File: config.mk
export PLATFORM = sky130hd
export DESIGN_NAME = mux3_rr_arbiter
export DESIGN_NICKNAME = d
export VERILOG_FILES = /design/src/rtl/mux_arb_pkg.sv /design/src/rtl/mux3_rr_arbiter_rr_pick3.sv /design/src/rtl/mux3_rr_arbiter.sv
export SDC_FILE = /design/constraint.sdc
export NUM_CORES = 1
export LEC_CHECK = 0
export CORE_MARGIN = 5
export CORE_UTILIZATION = 37
export DETAILED_ROUTE_END_ITERATION = 6
export HOLD_SLACK_MARGIN = 0.05
export PLACE_DENSITY = 0.91
export SYNTH_ARGS = -nofsm -noshare
export SYNTH_HDL_FRONTEND = slang
export SYNTH_HIERARCHICAL = 1
export SYNTH_SLANG_ARGS = --single-unit
File: constraint.sdc
create_clock -name clk -period 4.2 [get_ports clk]
set_input_delay 0.84 -clock clk [delete_from_list [all_inputs] [get_ports clk]]
set_output_delay 0.84 -clock clk [all_outputs]
set_load 0.01 [all_outputs]
File: src/rtl/mux_arb_pkg.sv
// Shared constants and types for the three-way round-robin mux arbiter.
package mux_arb_pkg;

    localparam int NUM_REQ = 3;
    localparam logic [1:0] SEL_IDLE = 2'b11;

    typedef logic [1:0] sel_t;

endpackage

File: src/rtl/mux3_rr_arbiter_rr_pick3.sv
// Combinational round-robin picker: the first pending requester after 'last' wins.
module rr_pick3
    import mux_arb_pkg::*;
(
    input  logic [NUM_REQ-1:0] req,
    input  sel_t               last,
    output logic               valid,
    output sel_t               idx
);

    // Scan order starts one past the previous winner; last=3 behaves like 2.
    always_comb begin
        valid = |req;
        idx   = 2'd0;
        case (last)
            2'd0: begin
                if (req[1])      idx = 2'd1;
                else if (req[2]) idx = 2'd2;
                else             idx = 2'd0;
            end
            2'd1: begin
                if (req[2])      idx = 2'd2;
                else if (req[0]) idx = 2'd0;
                else             idx = 2'd1;
            end
            default: begin
                if (req[0])      idx = 2'd0;
                else if (req[1]) idx = 2'd1;
                else             idx = 2'd2;
            end
        endcase
    end

endmodule

File: src/rtl/mux3_rr_arbiter.sv
// Round-robin arbiter sharing one 3:1 data mux, feeding a single valid/ready output register.
module mux3_rr_arbiter
    import mux_arb_pkg::*;
#(
    parameter int DATA_W = 8
) (
    input  logic               clk,
    input  logic               rst,
    input  logic [NUM_REQ-1:0] req,
    input  logic [DATA_W-1:0]  din_0,
    input  logic [DATA_W-1:0]  din_1,
    input  logic [DATA_W-1:0]  din_2,
    output logic [NUM_REQ-1:0] ack,
    output sel_t               sel,
    output logic               out_valid,
    input  logic               out_ready,
    output logic [DATA_W-1:0]  out_data,
    output sel_t               out_src
);

    logic              out_valid_q, out_valid_d;
    logic [DATA_W-1:0] out_data_q, out_data_d;
    sel_t              out_src_q, out_src_d;
    sel_t              last_gnt_q, last_gnt_d;

    logic              can_load;
    logic              capture;
    logic              pick_valid;
    sel_t              pick_idx;
    logic [DATA_W-1:0] mux_data;

    rr_pick3 u_pick (
        .req   (req),
        .last  (last_gnt_q),
        .valid (pick_valid),
        .idx   (pick_idx)
    );

    // Nothing is granted while reset is held, so no ack can be lost to the reset edge.
    always_comb begin
        can_load = !out_valid_q || out_ready;
        capture  = can_load && pick_valid && !rst;
        sel      = capture ? pick_idx : SEL_IDLE;
        ack      = '0;
        if (capture) ack[pick_idx] = 1'b1;
    end

    always_comb begin
        mux_data = '0;
        case (sel)
            2'd0:    mux_data = din_0;
            2'd1:    mux_data = din_1;
            2'd2:    mux_data = din_2;
            default: mux_data = '0;
        endcase
    end

    always_comb begin
        out_valid_d = out_valid_q;
        out_data_d  = out_data_q;
        out_src_d   = out_src_q;
        last_gnt_d  = last_gnt_q;
        if (capture) begin
            out_valid_d = 1'b1;
            out_data_d  = mux_data;
            out_src_d   = pick_idx;
            last_gnt_d  = pick_idx;
        end else if (can_load) begin
            out_valid_d = 1'b0;
        end
    end

    // last_gnt resets to 2 so requester 0 is scanned first.
    always_ff @(posedge clk) begin
        if (rst) begin
            out_valid_q <= 1'b0;
            out_data_q  <= '0;
            out_src_q   <= 2'd0;
            last_gnt_q  <= 2'd2;
        end else begin
            out_valid_q <= out_valid_d;
            out_data_q  <= out_data_d;
            out_src_q   <= out_src_d;
            last_gnt_q  <= last_gnt_d;
        end
    end

    assign out_valid = out_valid_q;
    assign out_data  = out_data_q;
    assign out_src   = out_src_q;

endmodule

==> key figures, run 1 <==
Run status
  – Status: completed

Routing
  – Mean routed wirelength per cell: 14.75 um
  – Vias: 750
  – Vias per cell: 5.245
  – Final wirelength: 2109 um
  – Residual DRC: 0
  – Number of nets with antenna violations after routing: 0
  – First-pass DRT Iterations: 4
  – Initial DRC Count: 10

STA
  – RSZ-0062 raised after global routing: false
  – Slew Viols, Final: 0
  – Achievable Freq: 0.2780 GHz
  – Final hold vios: 0
  – Worst Clk Skew: 0.008513 ns
  – Endpoints failing setup: 0
  – Slew HR: 0.5172
  – Tcrit/Tclk final: 0.8564
  – Worst Max-Slew Pin Slew: 0.7242 ns
  – Setup_tns: 0 ns
  – Clock period minus worst slack: 3.597 ns

GRT
  – First-pass GRT wire length: 3305 um
  – Grt total ovfl: 0
  – GRT Total Usage: 0.1599
  – Initial antenna violation count: 0
  – Vias in the first global route: 751
  – Largest net degree at the start of global routing: 14

Synth
  – Area share of the largest cell type after synthesis: 0.3569
  – Yosys reg bits: 12
  – Simple-Gate Fraction of Synth Area: 0.2435
  – Xor/xnor share of the synthesized area: 0
  – Most common cell in the synthesized netlist: dfxtp_1
  – Post-synth EDFFs: 0
  – Syn nets: 101
  – Mux cell area share after synthesis: 0.1338
  – Synth Instances: 71
  – Top post-synthesis cells by area: dfxtp_1, mux2i_1, a221o_1
  – Sequential share of the synthesized area: 0.3569
  – Leading area contributor after synthesis: dfxtp_1
  – Largest family of logic cells by synthesized area: simple AND/OR/NAND/NOR gates
  – Post-Syn Area: 673.1 um2
  – Yosys cell types: 22
  – Share of async-settable or async-resettable flops after synthesis: 0
  – Syn avg cell area: 9.481 um2
  – Yosys warns: 6
  – Synth top cells by count: dfxtp_1, mux2i_1, a221o_1, nor4_1
  – Main synth FF type: dfxtp_1
  – Synth Area in Adders: 0
  – Post-synthesis compound-gate area fraction: 0.2007

Critical path
  – Reg-to-reg startpoint: last_gnt_q[1]
  – Critical Path AT: 2.76 ns
  – Worst setup path start: req[0]
  – Critical path peak fanout: 4
  – Critical path launch point type: primary input
  – Flop2flop setup slack: 2.35 ns
  – Worst path required time: 3.36 ns
  – Crit. End Element: output pin
  – Setup CP Type: in2out

Power
  – VDD IR-drop max: 0.2402 mV
  – P per Cell Area: 294.1 nW/um2
  – Static Leak: 0.4618 nW

Final layout
  – Area Overhead vs Synth: 76.02%
  – Register area: 240.2 um2
  – # fillers: 149
  – Area occupied by multi-input gates: 389.1 um2
  – N_diodes: 0
  – Post-route cell area: 1185 um2
  – Fin nets: 149
  – Layout cells sized above 1: 0.09322

Die
  – DIE AREA: 2773 um2
  – Io pins: 46
  – Die Height: 52.66 um
  – Core area: 1727 um2
  – Starting Density: 0.3899
  – Std cell rows: 15
  – Die Width: 52.66 um

Place
  – Placed Area: 1149 um2
  – Port buffer count: 45
  – Dpl hpwl: 1583 um
  – GPL Wtd Cong: 0.7331

Clock tree
  – Clock Sink Count: 12
  – Total setup buffers inserted after CTS: 0
  – Clock root buffer: clkbuf_4
  – PostCTS Resize Cnt: 0
  – Cts bufs inserted: 3
  – Clock Pin Slew Worst Setup and Hold Paths: 0.08 ns
  – # H-tree levels: 1
  – Post-CTS Hold Buffers: 0
  – Latest clock arrival within the worst-skew pair: 0.28 ns
  – CTS tree: built
  – Clk buf depth: 2

Hold path
  – Hold Startpoint: out_src[1]
  – Hold WC Path Type: reg2reg

Flow run
  – Maxcap violations: 0
==> routing by layer <==
| metal | global-route usage | vias to the layer above | wire (um) |
|---|---|---|---|
| met1 | 0.1800 | 351 | 887 |
| met3 | 0.04558 | 2 | 113 |
| met5 | 0 | - | 0 |
| met4 | 0.06809 | 0 | 10 |
| li1 | - | 369 | - |
| met2 | 0.2769 | 28 | 1097 |
==> layout make-up <==
class | instances | area share
tap | 25 | 0.02640
multi-input combinational | 50 | 0.3284
inverter | 4 | 0.01267
sequential | 12 | 0.2027
timing repair buffer | 48 | 0.3992
clock buffer | 4 | 0.03062
==> critical path, stage by stage <==
cell	delay (ns)
clkdlybuf4s50_1	0.50
inv_1	0.05
mux2i_1	0.14
o21ai_1	0.16
or3_4	0.43
nor2_1	0.09
clkdlybuf4s50_1	0.54
==> cell families after synthesis <==
| kind of cell | count (synthesis) |
|---|---|
| DFF | 12 |
| muxes | 9 |
| buffers and inverters | 9 |
| AOI/OAI and AO/OA | 18 |
| and+or+nand+nor | 23 |
==> where the power goes <==
group	total, W	internal [W]	switching (W)
combinational	0.000121	0.0000735	0.0000470
sequential	0.000134	0.000126	0.00000801
clock	0.0000939	0.0000527	0.0000411
==> state kept, by name, indices dropped and copies added (netlist names) <==
register and count:
last_gnt_q 1, out_data 8, out_src 2, out_valid 1
==> stage by stage <==
step	utilization	worst slack (ns)	hold slack [ns]	power, W	std cells
CTS	0.6862	0.5957	0.4928	0.0003517	143
global placement	0.6652	0.6381	0.4666	0.0002545	139
finish	0.6862	0.6032	0.4871	0.0003485	143
detailed placement	0.6652	0.6121	0.4751	0.0002564	139
global route	0.6862	0.4771	0.5163	0.0003642	143
floorplan	-	1.516	0.4819	0.0001899	71
==> final timing paths <==
check	to	cells past startpoint
max	ack[0]	7
min	out_src[1]	2
max reg2reg	out_data[6]	6
min reg2reg	out_src[1]	2
==> layout by cell type (no fill, tap or decap) <==
cell	Yosys	layout
clkdlybuf4s50_1	0	45
dfxtp_1	12	12
mux2i_1	9	9
nor4_1	8	8
a221o_1	8	8
nor2_1	4	4
inv_1	4	4
a21oi_1	4	4
o21ai_1	4	4
clkbuf_4	0	3
buf_4	2	3
or3_1	2	2
nand3_1	2	2
and2b_4	1	1
nand2b_4	1	1
or3_4	1	1
nor4b_4	1	1
nand2b_1	1	1
a21boi_1	1	1
clkbuf_8	0	1
nand3b_1	1	1
a22oi_1	1	1
nand2_1	1	1
Power figures use the tool's default switching activity.
==> run 2, diff against run 1 <==
PLACE_DENSITY = 0.84   (was 0.91)
==> run 2 against run 1 <==
Net effect: final area did not move; maximum frequency fell by 1.9%; sequential share of layout area did not move; register-to-register slack improved by 0.15 ns; wire length rose by 0.14%; sequential power barely moved; utilization did not move.
==> key figures, run 2 (synthesized netlist as in run 1, its figures left out) <==
Critical path
  – R2R depth: 6 (unchanged)
  – Worst path required time: 3.36 ns (about the same)
  – Critical path peak fanout: 7 (was 4)
  – Flop2flop setup slack: 2.50 ns (was 2.35 ns)
  – Reg-to-reg startpoint: last_gnt_q[1] (unchanged)
  – Setup CP Type: in2out (unchanged)
  – Critical Path AT: 2.83 ns (was 2.76 ns)
  – R2r endpoint: out_data[0] (was out_data[6])
  – Crit. End Element: output pin (unchanged)
  – Critical path launch point type: primary input (unchanged)

GRT
  – GRT Total Usage: 0.1694 (was 0.1599)
  – Largest net degree at the start of global routing: 14 (unchanged)
  – First-pass GRT wire length: 3450 um (was 3305 um)
  – Grt total ovfl: 0 (unchanged)
  – Vias in the first global route: 816 (was 751)
  – Initial antenna violation count: 0 (unchanged)

Final layout
  – # fillers: 155 (was 149)
  – N_diodes: 0 (unchanged)
  – Max FFs per register: 8 (unchanged)
  – Most frequent cells in the layout: clkdlybuf4s50_1, dfxtp_1, mux2i_1, nor4_1, a221o_1 (unchanged)
  – Post-route cell area: 1185 um2 (unchanged)
  – Final core occ: 0.6862 (unchanged)
  – Fin nets: 149 (unchanged)
  – Commonest non-fill, non-tap cell in the layout: clkdlybuf4s50_1 (unchanged)
  – Layout cells sized above 1: 0.09322 (unchanged)
  – Area Overhead vs Synth: 76.02% (unchanged)

Routing
  – Vias: 745 (was 750)
  – First-pass DRT Iterations: 4 (unchanged)
  – Final wirelength: 2112 um (was 2109 um)
  – Initial DRC Count: 7 (was 10)
  – Number of nets with antenna violations after routing: 0 (unchanged)
  – Residual DRC: 0 (unchanged)
  – Vias per cell: 5.210 (was 5.245)
  – Mean routed wirelength per cell: 14.77 um (was 14.75 um)

Clock tree
  – CTS tree: built (unchanged)
  – Cts bufs inserted: 3 (unchanged)
  – Clk buf depth: 2 (unchanged)
  – PostCTS Resize Cnt: 0 (unchanged)
  – Latest clock arrival within the worst-skew pair: 0.28 ns (about the same)
  – Total setup buffers inserted after CTS: 0 (unchanged)
  – Post-CTS Hold Buffers: 0 (unchanged)
  – Clock root buffer: clkbuf_4 (unchanged)
  – Clock Sink Count: 12 (unchanged)
  – # H-tree levels: 1 (unchanged)
  – Clock Pin Slew Worst Setup and Hold Paths: 0.08 ns (about the same)

STA
  – Clock period minus worst slack: 3.665 ns (was 3.597 ns)
  – Slew HR: 0.5012 (was 0.5172)
  – Endpoints failing setup: 0 (unchanged)
  – Worst Clk Skew: 0.002714 ns (was 0.008513 ns)
  – Tcrit/Tclk final: 0.8726 (was 0.8564)
  – Slew Viols, Final: 0 (unchanged)
  – Setup_tns: 0 ns (unchanged)
  – Final WS setup: 0.5349 ns (was 0.6032 ns)
  – RSZ-0062 raised after global routing: false (unchanged)
  – Final hold vios: 0 (unchanged)
  – Worst Max-Slew Pin Slew: 0.7482 ns (was 0.7242 ns)
  – Achievable Freq: 0.2728 GHz (was 0.2780 GHz)

Hold path
  – Hold path depth: 2 (unchanged)
  – Hold EP: out_src[1] (unchanged)
  – Hold Startpoint: out_src[1] (unchanged)
  – Hold WC Path Type: reg2reg (unchanged)

Die
  – Starting Density: 0.3899 (unchanged)
  – Std cell rows: 15 (unchanged)
  – Io pins: 46 (unchanged)
  – Core area: 1727 um2 (unchanged)
  – DIE AREA: 2773 um2 (unchanged)
  – Die Height: 52.66 um (unchanged)
  – Die Width: 52.66 um (unchanged)

Run status
  – Status: completed (unchanged)

Place
  – GPL Wtd Cong: 0.7239 (was 0.7331)
  – Pre-CTS setup slack: 0.5361 ns (was 0.6121 ns)
  – Port buffer count: 45 (unchanged)
  – Dpl hpwl: 1662 um (was 1583 um)
  – Placed Area: 1149 um2 (unchanged)

Power
  – VDD IR-drop max: 0.2027 mV (was 0.2402 mV)
  – Total Power: 0.0003502 W (was 0.0003485 W)
  – Static Leak: 0.4618 nW (unchanged)
  – P per Cell Area: 295.5 nW/um2 (was 294.1 nW/um2)

Flow run
  – Maxcap violations: 0 (unchanged)
## run 2: metal layers
layer	vias up	wire length (um)	GRT usage
li1	367	-	-
met4	0	27	0.08085
met1	341	913	0.1905
met2	34	1007	0.2810
met3	3	164	0.05983
met5	-	0	0
## run 2: final cells by class
| class | instances | area (um2) | share of cell area |
|---|---|---|---|
| multi-input cells | 50 | 389.1 | 0.3284 |
| clock buffers | 4 | 36.28 | 0.03062 |
| flip-flops and latches | 12 | 240.2 | 0.2027 |
| repair buffers | 48 | 473.0 | 0.3992 |
| well taps | 25 | 31.28 | 0.02640 |
| inverters | 4 | 15.01 | 0.01267 |
## run 2: worst max path at each step
stage | from | end | slack (ns) | cells after the start
2_1_floorplan | req[0] | ack[2] | 1.52 | 5
3_3_place_gp | req[2] | ack[2] | 0.62 | 7
3_5_place_dp | req[2] | ack[2] | 0.54 | 7
4_1_cts | req[2] | ack[2] | 0.53 | 7
5_1_grt | req[2] | ack[2] | 0.33 | 7
6_report | req[2] | ack[2] | 0.53 | 7
## run 2: through the flow
| stage | hold slack (ns) | cells |
|---|---|---|
| after global placement | 0.4655 | 139 |
| after CTS | 0.4972 | 143 |
| after global routing | 0.5155 | 143 |
| final | 0.4913 | 143 |
| after floorplan | 0.4819 | 71 |
| after detailed placement | 0.4773 | 139 |
## run 2: power breakdown
| group | switching [W] | internal (W) |
|---|---|---|
| Combinational | 0.0000467 | 0.0000736 |
| Clock | 0.0000423 | 0.0000528 |
| Sequential | 0.00000872 | 0.000126 |
## run 2: worst max-delay path, cell delays in order
cell	delay, ns
clkdlybuf4s50_1	0.52
nor2_1	0.06
a22oi_1	0.15
o21ai_1	0.19
or3_1	0.44
nor2_1	0.09
clkdlybuf4s50_1	0.54
==> run 3, diff against run 2 <==
CORE_UTILIZATION = 34   (was 37)
PLACE_DENSITY = 0.78   (was 0.84)
SKIP_CTS_REPAIR_TIMING = 1   (was not set)
clock period = 3.8 ns   (was 4.2 ns; I/O delays follow)
==> run 3 against run 2 <==
Net effect: register-to-register slack lost 0.47 ns; first-iteration DRC count grew 100%; final area grew 0.84%; clock-buffer cell count is the same; sequential power grew 10%; critical endpoint unchanged; non-clock buffer count grew 1; clock skew grew 0.0015 ns; flip-flop and latch count is the same; total power grew 10%.
==> key figures, run 3 (synthesized netlist as in run 1, its figures left out) <==
GRT
  – Grt total ovfl: 0 (unchanged)
  – Vias in the first global route: 806 (was 816)
  – GRT Total Usage: 0.1677 (was 0.1694)
  – First-pass GRT wire length: 3519 um (was 3450 um)
  – Initial antenna violation count: 0 (unchanged)
  – Largest net degree at the start of global routing: 14 (unchanged)

Routing
  – First-pass DRT Iterations: 4 (unchanged)
  – Vias: 742 (was 745)
  – Final wirelength: 2230 um (was 2112 um)
  – Residual DRC: 0 (unchanged)
  – Vias per cell: 5.082 (was 5.210)
  – Initial DRC Count: 14 (was 7)
  – Mean routed wirelength per cell: 15.27 um (was 14.77 um)
  – Number of nets with antenna violations after routing: 0 (unchanged)

Die
  – Die Width: 54.50 um (was 52.66 um)
  – Io pins: 46 (unchanged)
  – Core area: 1922 um2 (was 1727 um2)
  – DIE AREA: 2970 um2 (was 2773 um2)
  – Die Height: 54.50 um (was 52.66 um)
  – Std cell rows: 16 (was 15)
  – Starting Density: 0.3503 (was 0.3899)

STA
  – Slew Viols, Final: 0 (unchanged)
  – RSZ-0062 raised after global routing: false (unchanged)
  – Worst Max-Slew Pin Slew: 0.7867 ns (was 0.7482 ns)
  – Endpoints failing setup: 0 (unchanged)
  – Setup_tns: 0 ns (unchanged)
  – Final WS setup: 0.3325 ns (was 0.5349 ns)
  – Clock period minus worst slack: 3.468 ns
  – Achievable Freq: 0.2884 GHz
  – Tcrit/Tclk final: 0.9125
  – Final hold vios: 0 (unchanged)
  – Worst Clk Skew: 0.004188 ns (was 0.002714 ns)
  – Slew HR: 0.4755 (was 0.5012)

Place
  – Dpl cells: 142 (was 139)
  – Pre-CTS setup slack: 0.3428 ns (was 0.5361 ns)
  – GPL Wtd Cong: 0.6925 (was 0.7239)
  – Port buffer count: 45 (unchanged)
  – Dpl hpwl: 1705 um (was 1662 um)

Clock tree
  – Latest clock arrival within the worst-skew pair: 0.27 ns (was 0.28 ns)
  – CTS tree: built (unchanged)
  – # H-tree levels: 1 (unchanged)
  – Cts bufs inserted: 3 (unchanged)
  – Clock root buffer: clkbuf_4 (unchanged)
  – Clk buf depth: 2 (unchanged)
  – Clock Pin Slew Worst Setup and Hold Paths: 0.08 ns (about the same)
  – Clock Sink Count: 12 (unchanged)

Final layout
  – Area Overhead vs Synth: 77.51% (was 76.02%)
  – # fillers: 174 (was 155)
  – N_diodes: 0 (unchanged)
  – Commonest non-fill, non-tap cell in the layout: clkdlybuf4s50_1 (unchanged)
  – Final Non-Filler Cells: 146 (was 143)
  – Layout cells sized above 1: 0.1008 (was 0.09322)
  – Fin nets: 150 (was 149)
  – Max FFs per register: 8 (unchanged)
  – Final core occ: 0.6217 (was 0.6862)
  – Most frequent cells in the layout: clkdlybuf4s50_1, dfxtp_1, mux2i_1, nor4_1, a221o_1 (unchanged)

Hold path
  – Hold path depth: 1 (was 2)
  – Hold WC Path Type: reg2reg (unchanged)

Critical path
  – Worst path required time: 3.04 ns (was 3.36 ns)
  – Crit. End Element: output pin (unchanged)
  – R2R depth: 7 (was 6)
  – Critical Path AT: 2.71 ns (was 2.83 ns)
  – Critical path launch point type: primary input (unchanged)
  – Setup CP Type: in2out (unchanged)
  – Critical path peak fanout: 4 (was 7)

Flow run
  – Maxcap violations: 0 (unchanged)

Power
  – Static Leak: 0.4669 nW (was 0.4618 nW)
  – P per Cell Area: 322.6 nW/um2 (was 295.5 nW/um2)
  – VDD IR-drop max: 0.2286 mV (was 0.2027 mV)

Run status
  – Status: completed (unchanged)
[run 3: worst paths after layout]
check           startpoint  slack, ns     endpoint
min reg2reg    out_data[4]       0.50  out_data[4]
max                 req[2]       0.33       ack[2]
max reg2reg  last_gnt_q[1]       2.03  out_data[7]
min            out_data[4]       0.50  out_data[4]
[run 3: area by class of cell]
cell class | count | area (um2) | share of cell area
Sequential cell | 12 | 240.2 | 0.2010
Multi-Input combinational cell | 50 | 389.1 | 0.3257
Timing Repair Buffer | 49 | 480.5 | 0.4021
Tap cell | 27 | 33.78 | 0.02827
Clock buffer | 4 | 36.28 | 0.03037
Inverter | 4 | 15.01 | 0.01257
[run 3: worst max-delay path, stage by stage]
cell             delay, ns
clkdlybuf4s50_1       0.53
nor2_1                0.06
a22oi_1               0.17
o21ai_1               0.15
or3_1                 0.41
nor2_1                0.09
clkdlybuf4s50_1       0.54
[run 3: routing by layer]
metal  vias up  GRT usage  part of all wire
met5         -          0                 0
li1        371          -                 -
met4         0    0.07469            0.0054
met3         2    0.05995             0.091
met2        34     0.3028              0.52
met1       335     0.1713              0.38
[run 3: where the power goes]
part	internal, W	switching [W]	total [W]
clock	0.0000582	0.0000437	0.000102
combinational	0.0000827	0.0000523	0.000135
sequential	0.000139	0.00000931	0.000149
total	0.000280	0.000105	0.000385
[run 3: metrics by stage]
| step | cell area, um2 | power (W) | hold WS (ns) |
|---|---|---|---|
| after floorplan | 673.1 | 0.0002099 | 0.4819 |
| after global placement | 1159 | 0.0002828 | 0.4742 |
| after detailed placement | 1159 | 0.0002852 | 0.4711 |
| after CTS | 1195 | 0.0003900 | 0.5013 |
| after global routing | 1195 | 0.0004120 | 0.5110 |
| final | 1195 | 0.0003855 | 0.4951 |
